[config.mk]
export PLATFORM = sky130hd
export DESIGN_NAME = decodificador_buzzer_flat
export DESIGN_NICKNAME = d
export VERILOG_FILES = /design/src/rtl/decodificador_buzzer_if.sv /design/src/rtl/decodificador_buzzer.sv /design/src/flat_wrapper.sv
export SDC_FILE = /design/constraint.sdc
export NUM_CORES = 1
export LEC_CHECK = 0
export ABC_AREA = 1
export CORE_MARGIN = 2
export CORE_UTILIZATION = 40
export CTS_BUF_LIST = sky130_fd_sc_hd__clkbuf_2 sky130_fd_sc_hd__clkbuf_4 sky130_fd_sc_hd__clkbuf_8
export DETAILED_ROUTE_END_ITERATION = 10
export DONT_BUFFER_PORTS = 1
export PLACE_DENSITY = 0.55
export SLEW_MARGIN = 30
export SYNTH_ARGS = -nofsm -noshare
export SYNTH_HDL_FRONTEND = slang
export SYNTH_SLANG_ARGS = --single-unit
[constraint.sdc]
create_clock -name clock -period 2.5 [get_ports clock]
set_input_delay 0.5 -clock clock [delete_from_list [all_inputs] [get_ports clock]]
set_output_delay 0.5 -clock clock [all_outputs]
set_load 0.005 [all_outputs]
[src/rtl/decodificador_buzzer_if.sv]
// Note-code input and buzzer/status outputs between the game core and the buzzer decoder.
interface decodificador_buzzer_if;
  logic [2:0] note_code;
  logic       buzzer;
  logic       tocando;
  logic [2:0] nota_atual;
  logic       expirou;
  logic [1:0] db_estado;

  modport master (
    output note_code,
    input  buzzer, tocando, nota_atual, expirou, db_estado
  );

  modport slave (
    input  note_code,
    output buzzer, tocando, nota_atual, expirou, db_estado
  );
endinterface

[src/rtl/decodificador_buzzer.sv]
// Synchronises and debounces the 3-bit note code, then drives a 50 % duty square wave
// on the piezo, cutting the tone off after MAX_CYCLES of a single note.
module decodificador_buzzer #(
  parameter int unsigned DIV_SHIFT     = 0,
  parameter int unsigned STABLE_CYCLES = 4,
  parameter int unsigned MAX_CYCLES    = 100_000_000
) (
  input logic                  clock,
  input logic                  reset,
  decodificador_buzzer_if.slave bus
);

  typedef enum logic [1:0] {
    OCIOSO   = 2'd0,
    TOCANDO  = 2'd1,
    EXPIRADO = 2'd2
  } state_t;

  localparam logic [3:0]  STABLE   = 4'(STABLE_CYCLES);
  localparam logic [26:0] DUR_LAST = 27'(MAX_CYCLES - 1);

  state_t      state, state_next;
  logic [2:0]  s1, s2;
  logic [2:0]  cand;
  logic [3:0]  cnt;
  logic        valid;
  logic        retune;
  logic [2:0]  nota;
  logic        buzzer_q;
  logic [16:0] phase;
  logic [16:0] half;
  logic [26:0] dur;

  function automatic logic [16:0] half_of(input logic [2:0] code);
    logic [16:0] base;
    logic [16:0] shifted;
    case (code)
      3'd1:    base = 17'd95556;
      3'd2:    base = 17'd85131;
      3'd3:    base = 17'd75843;
      3'd4:    base = 17'd71586;
      3'd5:    base = 17'd63776;
      3'd6:    base = 17'd56818;
      3'd7:    base = 17'd50619;
      default: base = '0;
    endcase
    shifted = base >> DIV_SHIFT;
    if (shifted == '0) shifted = 17'd1;
    return shifted;
  endfunction

  assign half = half_of(nota);

  // Two-flop synchroniser followed by the stability filter; cnt saturates at STABLE.
  always_ff @(posedge clock) begin
    if (reset) begin
      s1   <= '0;
      s2   <= '0;
      cand <= '0;
      cnt  <= '0;
    end else begin
      s1 <= bus.note_code;
      s2 <= s1;
      if (s2 != cand) begin
        cand <= s2;
        cnt  <= 4'd1;
      end else if (cnt != STABLE) begin
        cnt <= cnt + 4'd1;
      end
    end
  end

  assign valid = (cnt == STABLE);

  always_ff @(posedge clock) begin
    if (reset) state <= OCIOSO;
    else       state <= state_next;
  end

  // Retune is checked ahead of expiry so a new note on the expiry edge keeps playing.
  always_comb begin
    state_next = state;
    retune     = 1'b0;
    case (state)
      OCIOSO: begin
        if (valid && cand != '0) begin
          state_next = TOCANDO;
          retune     = 1'b1;
        end
      end
      TOCANDO: begin
        if (valid && cand == '0) begin
          state_next = OCIOSO;
        end else if (valid && cand != nota) begin
          retune = 1'b1;
        end else if (dur == DUR_LAST) begin
          state_next = EXPIRADO;
        end
      end
      EXPIRADO: begin
        if (valid && cand == '0) begin
          state_next = OCIOSO;
        end else if (valid && cand != nota) begin
          state_next = TOCANDO;
          retune     = 1'b1;
        end
      end
      default: state_next = OCIOSO;
    endcase
  end

  always_ff @(posedge clock) begin
    if (reset) begin
      nota     <= '0;
      buzzer_q <= 1'b0;
      phase    <= '0;
      dur      <= '0;
    end else if (retune) begin
      nota     <= cand;
      buzzer_q <= 1'b1;
      phase    <= '0;
      dur      <= '0;
    end else begin
      case (state_next)
        TOCANDO: begin
          dur <= dur + 27'd1;
          if (phase == half - 17'd1) begin
            buzzer_q <= ~buzzer_q;
            phase    <= '0;
          end else begin
            phase <= phase + 17'd1;
          end
        end
        EXPIRADO: begin
          buzzer_q <= 1'b0;
          phase    <= '0;
          dur      <= '0;
        end
        default: begin
          nota     <= '0;
          buzzer_q <= 1'b0;
          phase    <= '0;
          dur      <= '0;
        end
      endcase
    end
  end

  always_comb begin
    bus.tocando    = (state == TOCANDO);
    bus.expirou    = (state == EXPIRADO);
    bus.db_estado  = state;
    bus.buzzer     = buzzer_q;
    bus.nota_atual = nota;
  end

endmodule
[src/flat_wrapper.sv]
// flat-port wrapper written by rule: the top's interface ports become plain ports
module decodificador_buzzer_flat 
#(
  parameter int unsigned DIV_SHIFT     = 0,
  parameter int unsigned STABLE_CYCLES = 4,
  parameter int unsigned MAX_CYCLES    = 100_000_000
)
  (clock, reset, bus_note_code, bus_buzzer, bus_tocando, bus_nota_atual, bus_expirou, bus_db_estado);
  decodificador_buzzer_if bus_i ();
  input logic clock;
  input logic reset;
  input wire logic [$bits(bus_i.note_code)-1:0] bus_note_code;
  output wire logic [$bits(bus_i.buzzer)-1:0] bus_buzzer;
  output wire logic [$bits(bus_i.tocando)-1:0] bus_tocando;
  output wire logic [$bits(bus_i.nota_atual)-1:0] bus_nota_atual;
  output wire logic [$bits(bus_i.expirou)-1:0] bus_expirou;
  output wire logic [$bits(bus_i.db_estado)-1:0] bus_db_estado;
  assign bus_i.note_code = bus_note_code;
  assign bus_buzzer = bus_i.buzzer;
  assign bus_tocando = bus_i.tocando;
  assign bus_nota_atual = bus_i.nota_atual;
  assign bus_expirou = bus_i.expirou;
  assign bus_db_estado = bus_i.db_estado;
  decodificador_buzzer #(.DIV_SHIFT(DIV_SHIFT), .STABLE_CYCLES(STABLE_CYCLES), .MAX_CYCLES(MAX_CYCLES)) u_core (.clock(clock), .reset(reset), .bus(bus_i));
endmodule
# [Word level (Yosys, flattened, before mapping)]
# Index checks and enable logic that the tools add are counted.
[totals] register_bits=63 out_inout_bits=8 elab_cells=68
[op_classes] addsub=4 n_eq_ne=19 mux=20 bitwise_logic=2 n_reduce_logical=13
[op_table] cell="$pmux W17 S7" count=1
[op_table] cell="$add A27 B1 Y27 const B" count=1
[op_table] cell="$eq A27 B27 Y1 const B" count=1
[op_table] cell="$add A17 B1 Y17 const B" count=1
[op_table] cell="$eq A17 B17 Y1" count=1
[op_table] cell="$logic_not A17 Y1" count=1
[op_table] cell="$mux W17" count=1
[op_table] cell="$sub A17 B1 Y17 const B" count=1
[op_table] cell="$eq A3 B3 Y1 const B" count=4
[op_table] cell="$mux W2" count=6
[op_table] cell="$mux W1" count=8
[op_table] cell="$eq A3 B2 Y1 const B" count=2
[op_table] cell="$mux W3" count=2
[op_table] cell="$ne A3 B3 Y1" count=2
[op_table] cell="$pmux W2 S3" count=1
[op_table] cell="$reduce_or A2 Y1" count=3
[op_table] cell="$add A4 B1 Y4 const B" count=1
[op_table] cell="$eq A2 B1 Y1 const B" count=2
[op_table] cell="$eq A2 B2 Y1 const B" count=2
[op_table] cell="$eq A4 B3 Y1 const B" count=1
[op_table] cell="$ne A4 B3 Y1 const B" count=1
[op_table] cell="$reduce_or A4 Y1" count=1
[op_table] cell="$eq A3 B1 Y1 const B" count=1
[op_table] cell="$logic_and A1 B1 Y1" count=3
[op_table] cell="other kinds (9)" count=10

# [Longest topological paths before layout]
# Gate-level depths: netlist of run 1.
[depth] depth_word=9 ltp_mapped=17 ltp_nobuf=17

# [Worst setup path after synthesis of run 1]
# Ideal clock, no wire load.
[synth_timing] kind="reg2reg" startpoint="register u_core.dur[0]" endpoint="register u_core.dur[17]" t_arrival_ns=1.982 required_ns=2.383 path_slack_ns=0.401 stages_incl_launch_ff=15 path_buffers=1 period_less_slack_ns=2.099 path_cell_list="dfxtp_1 -> ha_1 -> nand2_2 -> nor3_4 -> inv_1 -> nor2_2 -> inv_2 -> nor3_1 -> nand3_1 -> nand2_1 -> nand2_1 -> ha_1 -> nand3_4 -> buf_6 -> a21oi_1"
[synth_via] elab_chain_cells=8 elab_cells_between_ends=9 cone_classes="1 x add/sub; 2 x eq/ne; 4 x mux; 1 x bitwise; 1 x reduce/logical"
[synth_lines] element="start, declared" line_no="decodificador_buzzer.sv:32" source="logic [26:0] dur;"
[synth_lines] element="start signal, assigned" line_no="decodificador_buzzer.sv:126" source="dur <= dur + 27'd1;"
[synth_lines] element="$eq A27 B27 Y1" line_no="decodificador_buzzer.sv:96" source="end else if (dur == DUR_LAST) begin"
[synth_lines] element="$mux W2" line_no="decodificador_buzzer.sv:96"
[synth_lines] element="$mux W2" line_no="decodificador_buzzer.sv:94" source="end else if (valid && cand != nota) begin"
[synth_lines] element="$mux W2" line_no="decodificador_buzzer.sv:92" source="if (valid && cand == '0) begin"
[synth_lines] element="$pmux W2 S3" line_no="decodificador_buzzer.sv:84" source="case (state)"
[synth_lines] element="$eq A2 B1 Y1" line_no="decodificador_buzzer.sv:124" source="case (state_next)"
[synth_lines] element="$not A1 Y1 (no line)"
[synth_lines] element="$reduce_or A3 Y1 (no line)"
# Several ways; a longest one is shown, not always the timed one.
# A chain may end at the register's enable or synchronous reset.

# [Worst setup path after layout of run 1]
[layout_timing] startpoint="register u_core.dur[0]" endpoint="register u_core.dur[0]"
# Same word-level chain as after synthesis.

==> results of run 1 <==
[per-stage QoR]
| stage | TNS, ns | power, mW | instance area, µm² | utilization, % |
|---|---|---|---|---|
| 2_1_floorplan | 0 | 1.07 | 3560 | - |
| 3_3_place_gp | 0 | 1.08 | 3730 | 43.0 |
| 3_5_place_dp | 0 | 1.08 | 3730 | 43.0 |
| 4_1_cts | 0 | 2.03 | 3950 | 45.5 |
| 5_1_grt | -0.000250 | 2.09 | 4020 | 46.4 |
| 6_report | 0 | 2.01 | 4020 | 46.4 |
[cell usage after synthesis]
master and number:
dfxtp_1 63, inv_1 70, a211oi_1 2, nand4_1 13
or2_2 3, nand3_1 42, a21oi_1 17, nor2_4 2
a21o_1 1, ha_1 10, buf_6 3, nor3b_1 3
o21ai_0 9, inv_2 2, nor3_1 16, nand2_2 8
nand4_4 1, xnor2_1 7, clkbuf_1 2, nand3_2 2
nor4_1 4, nand2_1 108, nand3_4 1, nand3b_1 2
o21ai_1 1, nor2_1 77, nand2_4 2, nor2_2 2
o21bai_1 2, or3_1 2, buf_4 3, xor2_1 16
a21oi_2 5, a31oi_1 2, nor3b_2 1, nor3_2 3
buf_2 1, nor3_4 2
[layout by cell type (no fill, tap or decap), types with 3 or more instances in the layout]
| cell | instances |
|---|---|
| nand2_1 | 107 |
| nor2_4 | 3 |
| xor2_1 | 16 |
| clkbuf_8 | 11 |
| nor3_2 | 4 |
| dfxtp_1 | 59 |
| ha_1 | 10 |
| nor4_1 | 3 |
| or2_2 | 3 |
| dfxtp_2 | 4 |
| xnor2_1 | 7 |
| a21oi_1 | 16 |
| nand3_1 | 42 |
| nor3b_1 | 3 |
| nand4_1 | 13 |
| a21oi_2 | 6 |
| buf_4 | 15 |
| nand2_2 | 9 |
| inv_2 | 3 |
| inv_1 | 69 |
| nor2_1 | 76 |
| o21ai_0 | 9 |
| nor3_1 | 15 |
[final cells by class]
class	count	area, µm²
multi-input cells	367	2000
fillers	901	4660
clock inverters	5	63.8
inverters	72	270
repair buffers	16	133
well taps	108	135
flip-flops and latches	63	1270
clock buffers	11	151
[worst max-delay path by stage]
| stage | to | slack [ns] | cells past startpoint |
|---|---|---|---|
| final | u_core.dur[0]$_SDFF_PP0_ | 0.17 | 14 |
| after global routing | u_core.dur[0]$_SDFF_PP0_ | -0.0002 | 14 |
| after CTS | u_core.dur[0]$_SDFF_PP0_ | 0.11 | 14 |
| after detailed placement | u_core.dur[0]$_SDFF_PP0_ | 0.12 | 14 |
| after global placement | u_core.dur[12]$_SDFF_PP0_ | 0.09 | 14 |
| after floorplan | u_core.dur[17]$_SDFF_PP0_ | 0.40 | 14 |
[routing by layer]
metal / global-route usage [%] / routed length (µm) / vias up
li1: - / - / 1666
met1: 21.5 / 3740 / 1383
met2: 25.7 / 3300 / 39
met3: 2.93 / 199 / 12
met4: 7.59 / 142 / 0
met5: 0 / 0 / -
[cells by family after synthesis]
family | synth area share, %
simple gates | 39.4
buf+inv | 9.53
flops | 35.5
compound gates | 6.44
xor+xnor | 5.66
fa+ha+maj | 3.52
[where the power goes]
group / leakage (nW) / internal (mW) / switching (mW) / total, mW
clock network: 0.107 / 0.523 / 0.425 / 0.949
logic: 0.976 / 0.0152 / 0.0218 / 0.0370
registers: 0.511 / 1.01 / 0.00834 / 1.02
total: 1.59 / 1.55 / 0.456 / 2.01
[repair_timing]
action | CTS | global route
hold endpoints to repair | 0 | 0
setup endpoints to repair | 0 | 39
gates resized for setup | 0 | 12
buffers inserted | 0 | 3
[flip-flops by register name, summed over array words and instances (netlist names)]
signal	flops
u_core.bus.buzzer	1
u_core.bus.db_estado	2
u_core.bus.nota_atual	3
u_core.cand	3
u_core.cnt	4
u_core.dur	27
u_core.phase	17
u_core.s1	3
u_core.s2	3
==> flow_metrics.py, run 1 <==
metrics = {
    "run_status": {
        "outcome": "finished clean",
    },
    "grt": {
        "grt_pass1_wl_um": 12900,
        "first_global_vias": 2893,
        "gr-total-overflow": 0,
        "grt_usage_pct": 16.3,
        "antenna_found_initial": 0,
        "grt_max_degree": 18,
    },
    "clock_tree": {
        "clk_pin_slew_worst_paths_ns": 0.08,
        "ctsHoldBuffers": 0,
        "cts.htree.levels": 3,
        "cts_tree": "yes",
        "clock_sinks": 63,
        "root_buffer": "clkbuf_8",
        "numCtsBuffers": 9,
        "clk_latency_ns": 0.35,
        "cts_buffer_depth": 2,
    },
    "sta": {
        "setup_viol": 0,
        "fmax_mhz": 429,
        "hold_viol": 0,
        "worstMarginPinSlew_ns": 0.337,
        "drv_slew": 0,
        "relSlewSlack_pct": 77.3,
        "period_share_pct": 93.3,
        "layout_setup_ws_ns": 0.167,
        "hold_slack_ns": 0.200,
        "period_minus_slack_ns": 2.33,
        "finClkSkew_ns": 0.0129,
    },
    "die": {
        "start_util_pct": 41.0,
        "rows": 34,
        "core-area_mm2": 0.00868,
        "fp.dieW_um": 98.3,
        "ios": 13,
        "die_area_mm2": 0.00966,
        "die_h_um": 98.3,
    },
    "drt": {
        "viasPerCell": 4.83,
        "antenna_left": 0,
        "wl_per_cell_um": 11.5,
        "drc": 0,
        "vias": 3100,
        "finalWirelength_um": 7380,
        "drt_iter0_drc": 101,
        "drt_pre_antenna_iters": 4,
    },
    "cells_and_area": {
        "syn_to_final_growth_pct": 13.1,
        "nNetsFinal": 544,
        "instances_no_fill": 642,
        "drive_gt1_share_pct": 14.4,
        "diodes": 0,
    },
    "power": {
        "ir_worst_vdd_uv": 244,
        "p_per_area_mw_per_mm2": 499,
        "p_leak_nw": 1.59,
    },
    "worst_hold_path": {
        "whs_endpoint": "u_core.bus.nota_atual[1]$_SDFFE_PP0P_",
        "hold_path.class": "in2reg",
        "worstHoldStart": "reset",
        "hold_depth": 1,
    },
    "worst_setup_path": {
        "crit_path_top_delay_cell": "dfxtp_1",
        "path_buf_inv": 3,
        "worstPathArrival_ns": 2.57,
        "reg2reg_slack_ns": 0.17,
        "worstPathRequired_ns": 2.74,
        "setup.worst_path.class": "reg2reg",
        "cp_max_fo": 14,
        "rr_endpoint": "u_core.dur[0]$_SDFF_PP0_",
        "timing.rr.start": "u_core.dur[0]$_SDFF_PP0_",
        "crit_chain": "ha_1, nand2_2, nor3_4, inv_1, nor2_2, inv_2, nor3_1, nand3_1, nand2_1, nand2_1, ha_1, nand3_4, buf_12, nor2_1",
        "worstSetupStartpoint": "u_core.dur[0]$_SDFF_PP0_",
        "r2r_cells": 14,
        "endpoint_kind": "flop",
        "cp_slowest_stage_delay_ns": 0.36,
        "startpoint_type": "flop",
        "crit_family": "simple AND/OR/NAND/NOR gates",
    },
    "synthesis": {
        "yosys.area.top_type": "dfxtp_1",
        "synth-seq-cells": 63,
        "ys_warn_count": 0,
        "syn_avg_cell_area_um2": 6.97,
        "seq_area_frac_synth_pct": 35.5,
        "synthDistinctLibCells": 38,
        "synthTopCellsByArea": "dfxtp_1 35%, nand2_1 11%, nor2_1 8.1%, inv_1 7.4%, nand3_1 5.9%",
        "synth_cells": 510,
        "synth_top_cell_area_share_pct": 35.5,
        "synth_area_mm2": 0.00356,
        "syn-num-nets": 525,
    },
    "placed_design": {
        "port_buffers": 0,
        "gp_congestion": 0.870,
        "hpwl_um": 5540,
        "dp.cells": 622,
        "place_ws_ns": 0.123,
    },
    "flow_run": {
        "drv_cap": 0,
    },
}
No activity file was read; power rests on OpenSTA's default activity.
==> run 2, diff against run 1 <==
Settings changed: CTS_BUF_LIST sky130_fd_sc_hd__clkbuf_2 sky130_fd_sc_hd__clkbuf_4 sky130_fd_sc_hd__clkbuf_8 to sky130_fd_sc_hd__clkbuf_16.
==> run 2 against run 1 <==
Effect of this change: worst setup slack improved by 0.0074 ns; non-clock buffer count did not move; clock skew fell by 0.0039 ns; clock power rose by 30%; register-to-register slack barely moved; flip-flop and latch count did not move; clock-buffer cell count fell by 2; global-route usage rose by 0.10 points; final area rose by 2.1%; critical path type unchanged; via count fell by 0.35%; largest cell class unchanged; combinational power rose by 2%.
==> flow_metrics.py, run 2 (same netlist as run 1, synthesis figures left out) <==
metrics = {
    "clock_tree": {
        "clk_pin_slew_worst_paths_ns": 0.06,
        "cts_buffer_depth": 2,
        "ctsHoldBuffers": 0,
        "root_buffer": "clkbuf_16",
        "numCtsBuffers": 9,
        "clk_latency_ns": 0.33,
        "clock_sinks": 63,
        "cts_tree": "yes",
        "cts.htree.levels": 3,
    },
    "die": {
        "core-area_mm2": 0.00868,
        "start_util_pct": 41.0,
        "die_h_um": 98.3,
        "ios": 13,
        "rows": 34,
        "fp.dieW_um": 98.3,
        "die_area_mm2": 0.00966,
    },
    "sta": {
        "fmax_mhz": 430,
        "period_share_pct": 93.0,
        "period_minus_slack_ns": 2.33,
        "drv_slew": 0,
        "finClkSkew_ns": 0.00905,
        "tns_ns": 0,
        "hold_slack_ns": 0.225,
        "hold_viol": 0,
        "rsz0062_at_grt": "false",
        "setup_viol": 0,
        "worstMarginPinSlew_ns": 0.337,
        "relSlewSlack_pct": 77.3,
    },
    "worst_hold_path": {
        "hold_path.class": "in2reg",
        "worstHoldStart": "reset",
        "hold_depth": 1,
        "whs_endpoint": "u_core.bus.nota_atual[1]$_SDFFE_PP0P_",
    },
    "worst_setup_path": {
        "timing.rr.start": "u_core.dur[0]$_SDFF_PP0_",
        "r2r_cells": 14,
        "rr_endpoint": "u_core.dur[0]$_SDFF_PP0_",
        "crit_chain": "ha_1, nand2_2, nor3_4, inv_1, nor2_2, inv_2, nor3_1, nand3_1, nand2_1, nand2_1, ha_1, nand3_4, buf_12, nor2_1",
        "cp_slowest_stage_delay_ns": 0.35,
        "setup.worst_path.class": "reg2reg",
        "endpoint_kind": "flop",
        "reg2reg_slack_ns": 0.17,
        "startpoint_type": "flop",
        "worstPathArrival_ns": 2.54,
        "worstPathRequired_ns": 2.71,
        "crit_path_top_delay_cell": "dfxtp_1",
        "cp_max_fo": 14,
    },
    "drt": {
        "finalWirelength_um": 7400,
        "viasPerCell": 4.81,
        "drt_pre_antenna_iters": 4,
        "vias": 3089,
        "antenna_left": 0,
        "drc": 0,
        "drt_iter0_drc": 103,
        "wl_per_cell_um": 11.5,
    },
    "cells_and_area": {
        "seqCellArea_mm2": 0.00126,
        "layout_common_cells": "107 x nand2_1, 76 x nor2_1, 69 x inv_1",
        "multiInputGateArea_mm2": 0.00201,
        "nFillCells": 884,
        "largest_register_ffs": 27,
        "nNetsFinal": 544,
        "diodes": 0,
        "top_regs": "u_core.dur: 27 flops, u_core.phase: 17 flops, u_core.cnt: 4 flops",
        "final_common_cell": "nand2_1",
        "top_register": "u_core.dur",
        "syn_to_final_growth_pct": 15.5,
        "drive_gt1_share_pct": 14.0,
    },
    "power": {
        "ir_worst_vdd_uv": 304,
        "p_leak_nw": 1.63,
        "comb_power_share_pct": 1.7,
        "p_switching_mw": 0.489,
        "p_clk_share_pct": 53.7,
        "p_seq_share_pct": 44.6,
        "intPower_mw": 1.80,
        "p_per_area_mw_per_mm2": 558,
        "sw_frac_of_total_pct": 21.3,
    },
    "grt": {
        "first_global_vias": 2921,
        "antenna_found_initial": 0,
        "grt_usage_pct": 16.4,
        "grt_max_degree": 18,
        "gr-total-overflow": 0,
        "grt_pass1_wl_um": 13000,
    },
    "run_status": {
        "outcome": "finished clean",
    },
    "placed_design": {
        "port_buffers": 0,
        "hpwl_um": 5540,
        "gp_congestion": 0.870,
    },
    "flow_run": {
        "drv_cap": 0,
    },
}
[run 2: layout make-up]
class | count | area share (%)
Sequential cell | 63 | 30.8
Inverter | 72 | 6.58
Tap cell | 108 | 3.29
Timing Repair Buffer | 16 | 3.23
Clock inverter | 7 | 1.74
Multi-Input combinational cell | 367 | 48.9
Clock buffer | 9 | 5.48
[run 2: timing repair]
item	4_1_cts	5_1_grt
endpoints found under the setup margin	0	39
setup buffers	0	3
resized for setup	0	12
[run 2: routing by layer]
metal / global-route usage [%] / routed length (µm) / vias up
li1: - / - / 1669
met4: 7.69 / 108 / 0
met3: 3.01 / 156 / 8
met1: 21.6 / 3770 / 1383
met5: 0 / 0 / -
met2: 25.9 / 3360 / 29
[run 2: power by group through the flow]
stage	sequential, mW	combinational [mW]	clock [mW]
finish	1.02	0.0379	1.23
global route	1.02	0.0440	1.31
CTS	1.02	0.0354	1.26
detailed placement	1.04	0.0352	0
global placement	1.04	0.0347	0
floorplan	1.04	0.0318	0
[run 2: worst max-delay path by stage]
| stage | from | endpoint | slack, ns |
|---|---|---|---|
| floorplan | u_core.dur[0]$_SDFF_PP0_ | u_core.dur[17]$_SDFF_PP0_ | 0.40 |
| global placement | u_core.dur[0]$_SDFF_PP0_ | u_core.dur[12]$_SDFF_PP0_ | 0.09 |
| detailed placement | u_core.dur[0]$_SDFF_PP0_ | u_core.dur[0]$_SDFF_PP0_ | 0.12 |
| CTS | u_core.dur[0]$_SDFF_PP0_ | u_core.dur[0]$_SDFF_PP0_ | 0.11 |
| global route | u_core.dur[0]$_SDFF_PP0_ | u_core.dur[0]$_SDFF_PP0_ | 0.003 |
| finish | u_core.dur[0]$_SDFF_PP0_ | u_core.dur[0]$_SDFF_PP0_ | 0.17 |
[run 2: critical path, delay by kind of cell (launching register included)]
family / cells / cell delay, ns
buffers and inverters: 3 / 0.33
DFF: 1 / 0.35
adders and majority gates: 2 / 0.42
and+or+nand+nor: 9 / 1.12
[run 2: metrics by stage]
step	util [%]	total power [mW]	worst slack [ns]	cells	instance area [µm²]
after floorplan	-	1.07	0.401	510	3560
after global placement	43.0	1.08	0.0938	622	3730
after detailed placement	43.0	1.08	0.123	622	3730
after CTS	46.4	2.32	0.113	638	4030
after global routing	47.3	2.38	0.00338	642	4110
final	47.3	2.29	0.174	642	4110
==> run 3, diff against run 2 <==
Settings changed: PLACE_DENSITY 0.55 to 0.57.
Clock period 2.5 ns to 2.1 ns, I/O delays scaled along.
==> run 3 against run 2 <==
Effect of this change: first-iteration DRC count increased by 9.7%; register-to-register slack got worse by 0.06 ns; via count increased by 7.3%; critical endpoint is now u_core.phase[11]$_SDFF_PP0_; utilization increased by 6.3 points; clock skew about the same; final area increased by 13%.
==> flow_metrics.py, run 3 (same netlist as run 1, synthesis figures left out) <==
metrics = {
    "cells_and_area": {
        "syn_to_final_growth_pct": 30.9,
        "instances_no_fill": 685,
        "top_regs": "u_core.dur: 27 flops, u_core.phase: 17 flops, u_core.cnt: 4 flops",
        "diodes": 0,
        "drive_gt1_share_pct": 27.2,
        "final_area_mm2": 0.00466,
        "layout_common_cells": "99 x nand2_1, 72 x nor2_1, 63 x inv_1",
        "nFillCells": 823,
        "nNetsFinal": 589,
        "final_common_cell": "nand2_1",
        "seqCellArea_mm2": 0.00127,
        "post-route-util_pct": 53.6,
        "top_register": "u_core.dur",
        "multiInputGateArea_mm2": 0.00223,
        "largest_register_ffs": 27,
    },
    "grt": {
        "grt_pass1_wl_um": 13900,
        "first_global_vias": 3128,
        "gr-total-overflow": 0,
        "antenna_found_initial": 0,
        "grt_usage_pct": 17.5,
        "grt_max_degree": 18,
    },
    "worst_setup_path": {
        "reg2reg_slack_ns": 0.11,
        "startpoint_type": "flop",
        "timing.rr.start": "u_core.cand[1]$_SDFFE_PP0P_",
        "setup.worst_path.class": "reg2reg",
        "worstPathArrival_ns": 2.24,
        "worstPathRequired_ns": 2.35,
        "cp_max_fo": 5,
        "rr_endpoint": "u_core.phase[11]$_SDFF_PP0_",
        "endpoint_kind": "flop",
        "r2r_cells": 10,
    },
    "clock_tree": {
        "clk_latency_ns": 0.33,
        "root_buffer": "clkbuf_16",
        "cts_buffer_depth": 2,
        "clk_pin_slew_worst_paths_ns": 0.05,
        "clock_sinks": 63,
        "cts_tree": "yes",
        "numCtsBuffers": 9,
        "ctsHoldBuffers": 0,
        "cts.htree.levels": 3,
    },
    "power": {
        "ir_worst_vdd_uv": 503,
        "p_leak_nw": 1.89,
        "p_per_area_mw_per_mm2": 580,
        "power_mw": 2.70,
    },
    "placed_design": {
        "dp.cells": 664,
        "port_buffers": 0,
        "gp_congestion": 0.901,
        "hpwl_um": 5780,
        "dpl_cell_area_mm2": 0.00405,
    },
    "run_status": {
        "outcome": "finished clean",
    },
    "die": {
        "rows": 34,
        "ios": 13,
        "die_area_mm2": 0.00966,
        "die_h_um": 98.3,
        "start_util_pct": 41.0,
        "fp.dieW_um": 98.3,
        "core-area_mm2": 0.00868,
    },
    "drt": {
        "drc": 0,
        "finalWirelength_um": 8450,
        "drt_pre_antenna_iters": 4,
        "viasPerCell": 4.84,
        "wl_per_cell_um": 12.3,
        "antenna_left": 0,
        "vias": 3315,
        "drt_iter0_drc": 113,
    },
    "sta": {
        "relSlewSlack_pct": 71.1,
        "hold_viol": 0,
        "drv_slew": 0,
        "period_minus_slack_ns": 1.99,
        "setup_viol": 0,
        "finClkSkew_ns": 0.00857,
        "worstMarginPinSlew_ns": 0.433,
        "fmax_mhz": 502,
        "period_share_pct": 94.8,
        "rsz0062_at_grt": "true",
    },
    "flow_run": {
        "drv_cap": 0,
    },
    "worst_hold_path": {
        "hold_depth": 1,
        "hold_path.class": "in2reg",
        "worstHoldStart": "reset",
        "whs_endpoint": "u_core.bus.nota_atual[1]$_SDFFE_PP0P_",
    },
}
run 3: cell types whose count changed in the layout (fill, tap and decap cells not counted), sizes merged:
cell / before / now
nand4: 15 / 16
buf: 16 / 59
inv: 74 / 72
nand3: 45 / 46
run 3: worst max-delay path by stage:
stage	end	from	slack, ns	cells past startpoint
after CTS	u_core.bus.buzzer$_SDFFE_PP0P_	u_core.bus.nota_atual[1]$_SDFFE_PP0P_	0.009	17
after detailed placement	u_core.phase[11]$_SDFF_PP0_	u_core.dur[0]$_SDFF_PP0_	-0.16	14
after global routing	u_core.phase[11]$_SDFF_PP0_	u_core.bus.nota_atual[1]$_SDFFE_PP0P_	-0.08	17
final	u_core.phase[11]$_SDFF_PP0_	u_core.cand[1]$_SDFFE_PP0P_	0.11	10
after floorplan	u_core.dur[17]$_SDFF_PP0_	u_core.dur[0]$_SDFF_PP0_	0.001	14
after global placement	u_core.phase[15]$_SDFF_PP0_	u_core.dur[0]$_SDFF_PP0_	-0.09	14
run 3: worst max-delay path, stage by stage, from the launching register on:
cell and delay, ns:
dfxtp_1 0.34, or3_4 0.39, nor2_4 0.14, nor2_1 0.07, a21oi_1 0.12, a21oi_1 0.09
nand2_2 0.10, ha_4 0.17, buf_6 0.14, nand4_4 0.15, nor3_2 0.19
run 3: layout make-up:
class,count,area share [%]
clock inverter,5,1.10
timing repair buffer,59,10.2
inverter,72,5.91
sequential,63,27.3
tap,108,2.90
clock buffer,9,4.84
multi-input combinational,369,47.8
run 3: metrics by stage:
step	setup TNS, ns	hold WS (ns)	setup slack, ns
after detailed placement	-3.94	0.393	-0.158
final	0	0.142	0.110
after global placement	-1.90	0.390	-0.0949
after global routing	-1.23	0.133	-0.0786
after CTS	0	0.138	0.00901
after floorplan	0	0.388	0.00124
run 3: timing repair:
item	CTS	global route
gates cloned	3	0
pin swaps	1	19
endpoints found under the setup margin	46	46
resized for setup	21	50
buffers inserted	0	4
run 3: per-layer routing:
| metal | up-vias | track usage, % | routed length, µm |
|---|---|---|---|
| met4 | 0 | 5.90 | 90 |
| met5 | - | 0 | 0 |
| met2 | 36 | 28.8 | 4100 |
| li1 | 1762 | - | - |
| met3 | 7 | 4.08 | 254 |
| met1 | 1510 | 22.7 | 4000 |
run 3: where the power goes:
| group | leakage, nW | switching (mW) | internal (mW) |
|---|---|---|---|
| logic | 1.25 | 0.0397 | 0.0331 |
| registers | 0.512 | 0.00724 | 1.21 |
| clock network | 0.135 | 0.518 | 0.895 |
| total | 1.89 | 0.564 | 2.14 |
